**src/rtl/pll_reset_sequencer.sv**
```systemverilog
// Staged reset generator driven by PLL lock: synchronizes locked, waits for stable lock,
// then releases core_reset followed by sampler_reset. Optional macro: LOCK_GLITCH_FILTER_EN.
module pll_reset_sequencer #(
  parameter int unsigned STABLE_CYCLES = 16,
  parameter int unsigned HOLD_CYCLES   = 64,
  parameter int unsigned STAGE_GAP     = 8,
  parameter int unsigned CNT_W         = 8
) (
  input  logic             clock,
  input  logic             reset,
  input  logic             locked,
  output logic             core_reset,
  output logic             sampler_reset,
  output logic             ready,
  output logic [CNT_W-1:0] lock_loss_count
);

  localparam int unsigned MAX_A = (STABLE_CYCLES > HOLD_CYCLES) ? STABLE_CYCLES : HOLD_CYCLES;
  localparam int unsigned MAX_C = (MAX_A > STAGE_GAP) ? MAX_A : STAGE_GAP;
  localparam int unsigned CW    = (MAX_C > 1) ? $clog2(MAX_C) : 1;

  localparam logic [CW-1:0] STABLE_LAST = CW'(STABLE_CYCLES - 1);
  localparam logic [CW-1:0] HOLD_LAST   = CW'(HOLD_CYCLES - 1);
  localparam logic [CW-1:0] GAP_LAST    = CW'(STAGE_GAP - 1);

  typedef enum logic [2:0] {
    ST_WAIT_LOCK,
    ST_STABLE,
    ST_HOLD,
    ST_STAGE,
    ST_RUN
  } state_t;

  state_t            state_q, state_d;
  logic [CW-1:0]     cnt_q, cnt_d;
  logic [CNT_W-1:0]  count_q, count_d;
  logic [1:0]        sync_q;
  logic              locked_s;
  logic              loss;
  logic              core_reset_q, sampler_reset_q, ready_q;
`ifdef LOCK_GLITCH_FILTER_EN
  logic [1:0]        low_q, low_d;
`endif

  assign locked_s = sync_q[1];

  always_ff @(posedge clock) begin
    if (reset) begin
      sync_q <= '0;
    end else begin
      sync_q <= {sync_q[0], locked};
    end
  end

`ifdef LOCK_GLITCH_FILTER_EN
  // Loss is declared only when the 4th consecutive low cycle is seen.
  assign loss = (state_q != ST_WAIT_LOCK) && !locked_s && (low_q == 2'd3);
`else
  assign loss = (state_q != ST_WAIT_LOCK) && !locked_s;
`endif

  always_comb begin
    state_d = state_q;
    cnt_d   = cnt_q;
    count_d = count_q;
    unique case (state_q)
      ST_WAIT_LOCK: begin
        if (locked_s) begin
          state_d = ST_STABLE;
          cnt_d   = '0;
        end
      end
      ST_STABLE: begin
        if (locked_s) begin
          if (cnt_q == STABLE_LAST) begin
            state_d = ST_HOLD;
            cnt_d   = '0;
          end else begin
            cnt_d = cnt_q + CW'(1);
          end
        end
      end
      ST_HOLD: begin
        if (cnt_q == HOLD_LAST) begin
          state_d = ST_STAGE;
          cnt_d   = '0;
        end else begin
          cnt_d = cnt_q + CW'(1);
        end
      end
      ST_STAGE: begin
        if (cnt_q == GAP_LAST) begin
          state_d = ST_RUN;
          cnt_d   = '0;
        end else begin
          cnt_d = cnt_q + CW'(1);
        end
      end
      ST_RUN: begin
        cnt_d = '0;
      end
      default: begin
        state_d = ST_WAIT_LOCK;
        cnt_d   = '0;
      end
    endcase

    // Lock loss overrides any phase completion on the same edge.
    if (loss) begin
      state_d = ST_WAIT_LOCK;
      cnt_d   = '0;
      if ((state_q == ST_RUN) && (count_q != '1)) begin
        count_d = count_q + CNT_W'(1);
      end
    end
  end

`ifdef LOCK_GLITCH_FILTER_EN
  always_comb begin
    low_d = '0;
    if ((state_d == state_q) && (state_q != ST_WAIT_LOCK) && !locked_s) begin
      low_d = low_q + 2'd1;
    end
  end
`endif

  always_ff @(posedge clock) begin
    if (reset) begin
      state_q         <= ST_WAIT_LOCK;
      cnt_q           <= '0;
      count_q         <= '0;
      core_reset_q    <= 1'b1;
      sampler_reset_q <= 1'b1;
      ready_q         <= 1'b0;
`ifdef LOCK_GLITCH_FILTER_EN
      low_q           <= '0;
`endif
    end else begin
      state_q         <= state_d;
      cnt_q           <= cnt_d;
      count_q         <= count_d;
      core_reset_q    <= (state_d == ST_WAIT_LOCK) || (state_d == ST_STABLE) ||
                         (state_d == ST_HOLD);
      sampler_reset_q <= (state_d != ST_RUN);
      ready_q         <= (state_d == ST_RUN);
`ifdef LOCK_GLITCH_FILTER_EN
      low_q           <= low_d;
`endif
    end
  end

  assign core_reset      = core_reset_q;
  assign sampler_reset   = sampler_reset_q;
  assign ready           = ready_q;
  assign lock_loss_count = count_q;

endmodule

```
**config.mk**
```make
export PLATFORM = sky130hd
export DESIGN_NAME = pll_reset_sequencer
export DESIGN_NICKNAME = d
export VERILOG_FILES = /design/src/rtl/pll_reset_sequencer.sv
export SDC_FILE = /design/constraint.sdc
export NUM_CORES = 1
export LEC_CHECK = 0
export BUFFER_PORTS_ARGS = -buffer_cell sky130_fd_sc_hd__buf_2
export CAP_MARGIN = 0
export CORE_MARGIN = 2
export CORE_UTILIZATION = 40
export CTS_CLUSTER_SIZE = 25
export DETAILED_ROUTE_END_ITERATION = 16
export GPL_TIMING_DRIVEN = 0
export SKIP_CTS_REPAIR_TIMING = 1
export SLEW_MARGIN = 40
export SYNTH_ARGS = -nofsm -noshare
export SYNTH_HDL_FRONTEND = slang
export SYNTH_SLANG_ARGS = --single-unit
```
**constraint.sdc**
```tcl
create_clock -name clock -period 1.9 [get_ports clock]
set_clock_uncertainty 0.1 [all_clocks]
set_input_delay 0.285 -clock clock [delete_from_list [all_inputs] [get_ports clock]]
set_output_delay 0.285 -clock clock [all_outputs]
set_load 0.05 [all_outputs]
```
### Yosys cells after proc, flatten, opt, wreduce, memory -nomap -nowiden

Index checks and enable logic that the tools add are counted.

* bits in registers: 22
* output and inout port bits: 11
* logic and storage cells: 47

* add/subtract/negate cells: 2
* eq/ne operators: 14
* mux-type cells: 13
* reduce and logical (&&, ||, !) cells: 11

Operator list (number)
* 2-to-1 mux 6 bit: 5
* one-hot mux 6 bit (4 select lines): 1
* 2-to-1 mux 3 bit: 6
* one-hot mux 3 bit (5 select lines): 1
* equality test 3 x 2 -> 1 bit, second input constant: 3
* adder 8 x 1 -> 8 bit, second input constant: 1
* != test 8 bit, second input constant: 1
* adder 6 x 1 -> 6 bit, second input constant: 1
* equality test 3 x 1 -> 1 bit, second input constant: 2
* equality test 3 bit, second input constant: 2
* equality test 6 x 3 -> 1 bit, second input constant: 1
* equality test 6 x 4 -> 1 bit, second input constant: 1
* equality test 6 bit, second input constant: 1
* logical NOT 3 bit: 2
* != test 2 bit, second input constant: 2
* AND reduction 2 bit: 2
* != test 3 bit, second input constant: 1
* nonzero test 3 bit: 1
* logical AND 1 bit: 2
* logical OR 1 bit: 2
* OR reduction 2 bit: 1
* logical NOT 1 bit: 1

### Longest topological paths before layout

* word-level depth: 8
* depth in mapped cells: 6
* depth with buffers taken out: 6

### Least setup slack after synthesis

Ideal clock, no wire load.

* path type: reg2reg
* start point: register count_q[0], in the netlist lock_loss_count[0]
* end point: register count_q[5], in the netlist lock_loss_count[5]
* arrival time: 1705 ps
* data required time: 1672 ps
* setup slack: -33 ps
* cell stages (with the launch flop): 7
* buffers on the path: 0
* path through: dfxtp_1 -> ha_1 -> nand3_1 -> o2111ai_2 -> nor3_1 -> xnor2_1 -> nor2_1

* word-level cells in the longest chain between the ends: 3
* elaborated cells on any way between the ends: 4
* those cells by class: add/sub (1); eq/ne (1); reduce/logical (2)

Ends and longest elaborated chain
* from (decl): RTL line 36 `logic [CNT_W-1:0] count_q, count_d;`
* from (signal assigned): RTL line 141 `count_q <= count_d;`
* parallel branches: the longest is 3 deep, another holds adder 8 x 1 -> 8 bit

Several ways; the timed one is not identified.
A chain may end at the register's enable or synchronous reset.

### Worst setup path after layout

* start point: register cnt_q[0]
* end point: register state_q[0]

* word-level cells in the longest chain between the ends: 5
* elaborated cells on any way between the ends: 9
* those cells by class: eq/ne (3); mux (6)

Ends and longest elaborated chain
* from (decl): RTL line 35 `logic [CW-1:0] cnt_q, cnt_d;`
* from (signal assigned): RTL line 140 `cnt_q <= cnt_d;`
* equality test 6 x 4 -> 1 bit: RTL line 75 `if (cnt_q == STABLE_LAST) begin`
* 2-to-1 mux 3 bit: RTL line 75
* 2-to-1 mux 3 bit: RTL line 74 `if (locked_s) begin`
* one-hot mux 3 bit (5 select lines) (*): RTL line 66 `unique case (state_q)`
* 2-to-1 mux 3 bit (*): RTL line 109 `if (loss) begin`
* to (signal assigned): RTL line 139 `state_q <= state_d;`
* to (decl): RTL line 34 `state_t state_q, state_d;`

Every way passes the cells marked *; elsewhere a longest branch is shown, timed or not.

==> qor.csv <==
metric,value,unit
area of the multi-input gates,593,µm²
CTS Root Cell,clkbuf_4,
RSZ-0062 raised after global routing,true,
"CTS clk-pin slew, worst paths",0.11,ns
maximum buffer depth of the clock tree,2,
Slew HR,0.534,
Placed Area,0.00119,mm²
Worst Setup Start Kind,flop,
"Top cell by count, worst path",and3_4,
nets,148,
CP required,2.05,ns
total CTS buffers,3,
crit path from,cnt_q[0],
final setup fails,0,
Starting Density,0.429,
FF+latch area,443,µm²
Critical R2R Capture,state_q[0],
GP Congestion,0.751,
worst min-delay path category,in -> reg,
largest net degree at the start of global routing,12,
drt wl/cell,12.2,µm
Post-synth EDFFs,0,
Die H,56.0,µm
Worst-Skew Late Latency,0.30,ns
CP cell instances,ha_2 -> and3_4 -> and3_4 -> a2111o_1 -> o31ai_1 -> and3b_1,
DRC,0,
post-DR vias/cell,5.29,
leakage,0.453,nW
R2R Path Start,cnt_q[0],
critical path class,reg -> reg,
Max Cap Violations,0,
Final min period,1.80,ns
Synth-to-Final Area Change,13.2,%
Rows,18,
status,finished clean,
synth warn,0,
Crit-path slowest cell,a2111o_1,
iteration count of the initial detailed-routing pass,4,
post-synthesis sequential area ratio,0.407,
share of cells above drive strength 1,0.241,
CP arrival,1.95,ns
vias in the first global route,842,
CTS tree,yes,
R2R Setup Slk,0.10,ns
peak supply drop,0.371,mV
worst r2r path cells,6,
fillers,256,
CP top delay family,simple AND/OR/NAND/NOR gates,
"Slew Viols, Final",0,
syn_nets,130,
CP Max Fanout,5,
crit end category,flop,
Crit. path cell count,6,
"Remaining Overflow, GRT",0,
Max Fclk,0.556,GHz
Hold Fails Final Rpt,0,
worst setup path endpoint,state_q[0],
initial antenna violation count,0,
Die Wd,56.0,µm
n_diodes,0,
via count,905,
post-route cell area,0.00122,mm²
Core Area,0.00252,mm²
H-tree lvl count,1,
pwr dens,576,mW/mm²
first-pass GRT wire length,3.67,mm
ys flop type,dfxtp_1,
crit share post-route,0.947,
DP HPWL,1.51,mm
GRT Resource Usage Total,0.144,
Final ANT Viol Nets,0,
Worst-Margin Slew,0.689,ns
Design Power,0.705,mW
final WL,2.08,mm
Synth Area per Inst,8.65,µm²
post-synthesis register bit count,22,
first-iteration detailed-routing DRC count,22,
Boundary Pins,14,
total die area,0.00313,mm²
"FFs w/ async S/R, synth",0,
post-synthesis cell count,125,
worst path bufs/invs,0,
Mapped Area,0.00108,mm²
Sink Count,22,
Buffers on Ports,13,
"slowest stage delay, CP",0.39,ns
library cells used by synthesis,42,
state kept, by name, summed over array words and instances (netlist names):
signal / cells
lock_loss_count: 8
cnt_q: 6
state_q: 3
sync_q: 2
core_reset: 1
ready: 1
sampler_reset: 1
stage by stage:
stage                     hold slack (ns)  setup WS, ns  setup TNS, ns  cells   util
after floorplan                     0.257        0.0877              0    125      -
after global placement              0.326        0.0973              0    168  0.470
after detailed placement            0.329        0.0751              0    168  0.470
after CTS                          0.0812        0.0342              0    171  0.479
after global routing               0.0734       -0.0451        -0.0831    171  0.485
final                              0.0867         0.101              0    171  0.485
cells by family after synthesis:
kind of cell               Yosys count  share of synthesized area
xor gates and xnor gates             7                     0.0567
and+or+nand+nor                     58                      0.296
adders and majority gates            2                     0.0231
muxes                                1                    0.00926
DFF                                 22                      0.407
AOI/OAI and AO/OA                   23                      0.149
buffers and inverters               12                     0.0579
cells in the final DEF (no fill, tap or decap), drive strengths merged:
cell type	n
a2111o	1
a2111oi	1
a211o	1
a21o	1
a21oi	6
a31o	1
a31oi	1
and3	3
and3b	1
and4b	1
buf	18
clkbuf	5
dfxtp	22
ha	2
inv	5
mux2i	1
nand2	11
nand2b	1
nand3	7
nand3b	1
nand4	1
nor2	14
nor2b	2
nor3	8
nor3b	2
nor4b	2
o2111ai	2
o21ai	5
o22ai	1
o31ai	2
o41ai	1
or2	1
or2b	1
or3	2
xnor2	6
xor2	1
how the worst min path moves through the flow:
stage	from	endpoint	slack [ns]	depth (start not counted)
6_report	locked	sync_q[0]	0.09	2
3_5_place_dp	sync_q[0]	sync_q[1]	0.33	1
3_3_place_gp	sync_q[0]	sync_q[1]	0.33	1
5_1_grt	locked	sync_q[0]	0.07	2
4_1_cts	locked	sync_q[0]	0.08	2
2_1_floorplan	reset	sync_q[1]	0.26	1
report_power, final:
group | internal, mW | switching [mW]
clock network | 0.0739 | 0.130
registers | 0.464 | 0.00207
logic | 0.0128 | 0.0219
total | 0.551 | 0.154
metal layers:
layer | up-vias | GRT usage | routed length, µm
met5 | - | 0 | 0
met4 | 0 | 0.0646 | 10
met3 | 2 | 0.0326 | 62
met2 | 14 | 0.217 | 978
met1 | 413 | 0.195 | 1030
li1 | 476 | - | -
layout make-up:
type	count	share of cell area
well taps	30	0.0307
plain buffers	7	0.0358
repair buffers	13	0.0532
flip-flops and latches	22	0.362
multi-input cells	91	0.485
clock buffers	3	0.0184
inverters	5	0.0153
cells in the mapped netlist (2+ instances only):
master    number  area share
a21oi_1        6       0.028
and3_4         2       0.021
buf_2          2      0.0093
buf_4          2       0.014
clkbuf_1       2      0.0069
dfxtp_1       22        0.41
ha_1           2       0.023
inv_1          5       0.017
nand2_1       11       0.038
nand3_1        7       0.032
nor2_1        13       0.045
nor2b_1        2       0.012
nor3_1         8       0.037
nor4b_1        2       0.016
o21ai_0        5       0.023
o31ai_1        2       0.014
or3_1          2       0.012
xnor2_1        6       0.049
Note: power is estimated with default switching activity, not from simulation.
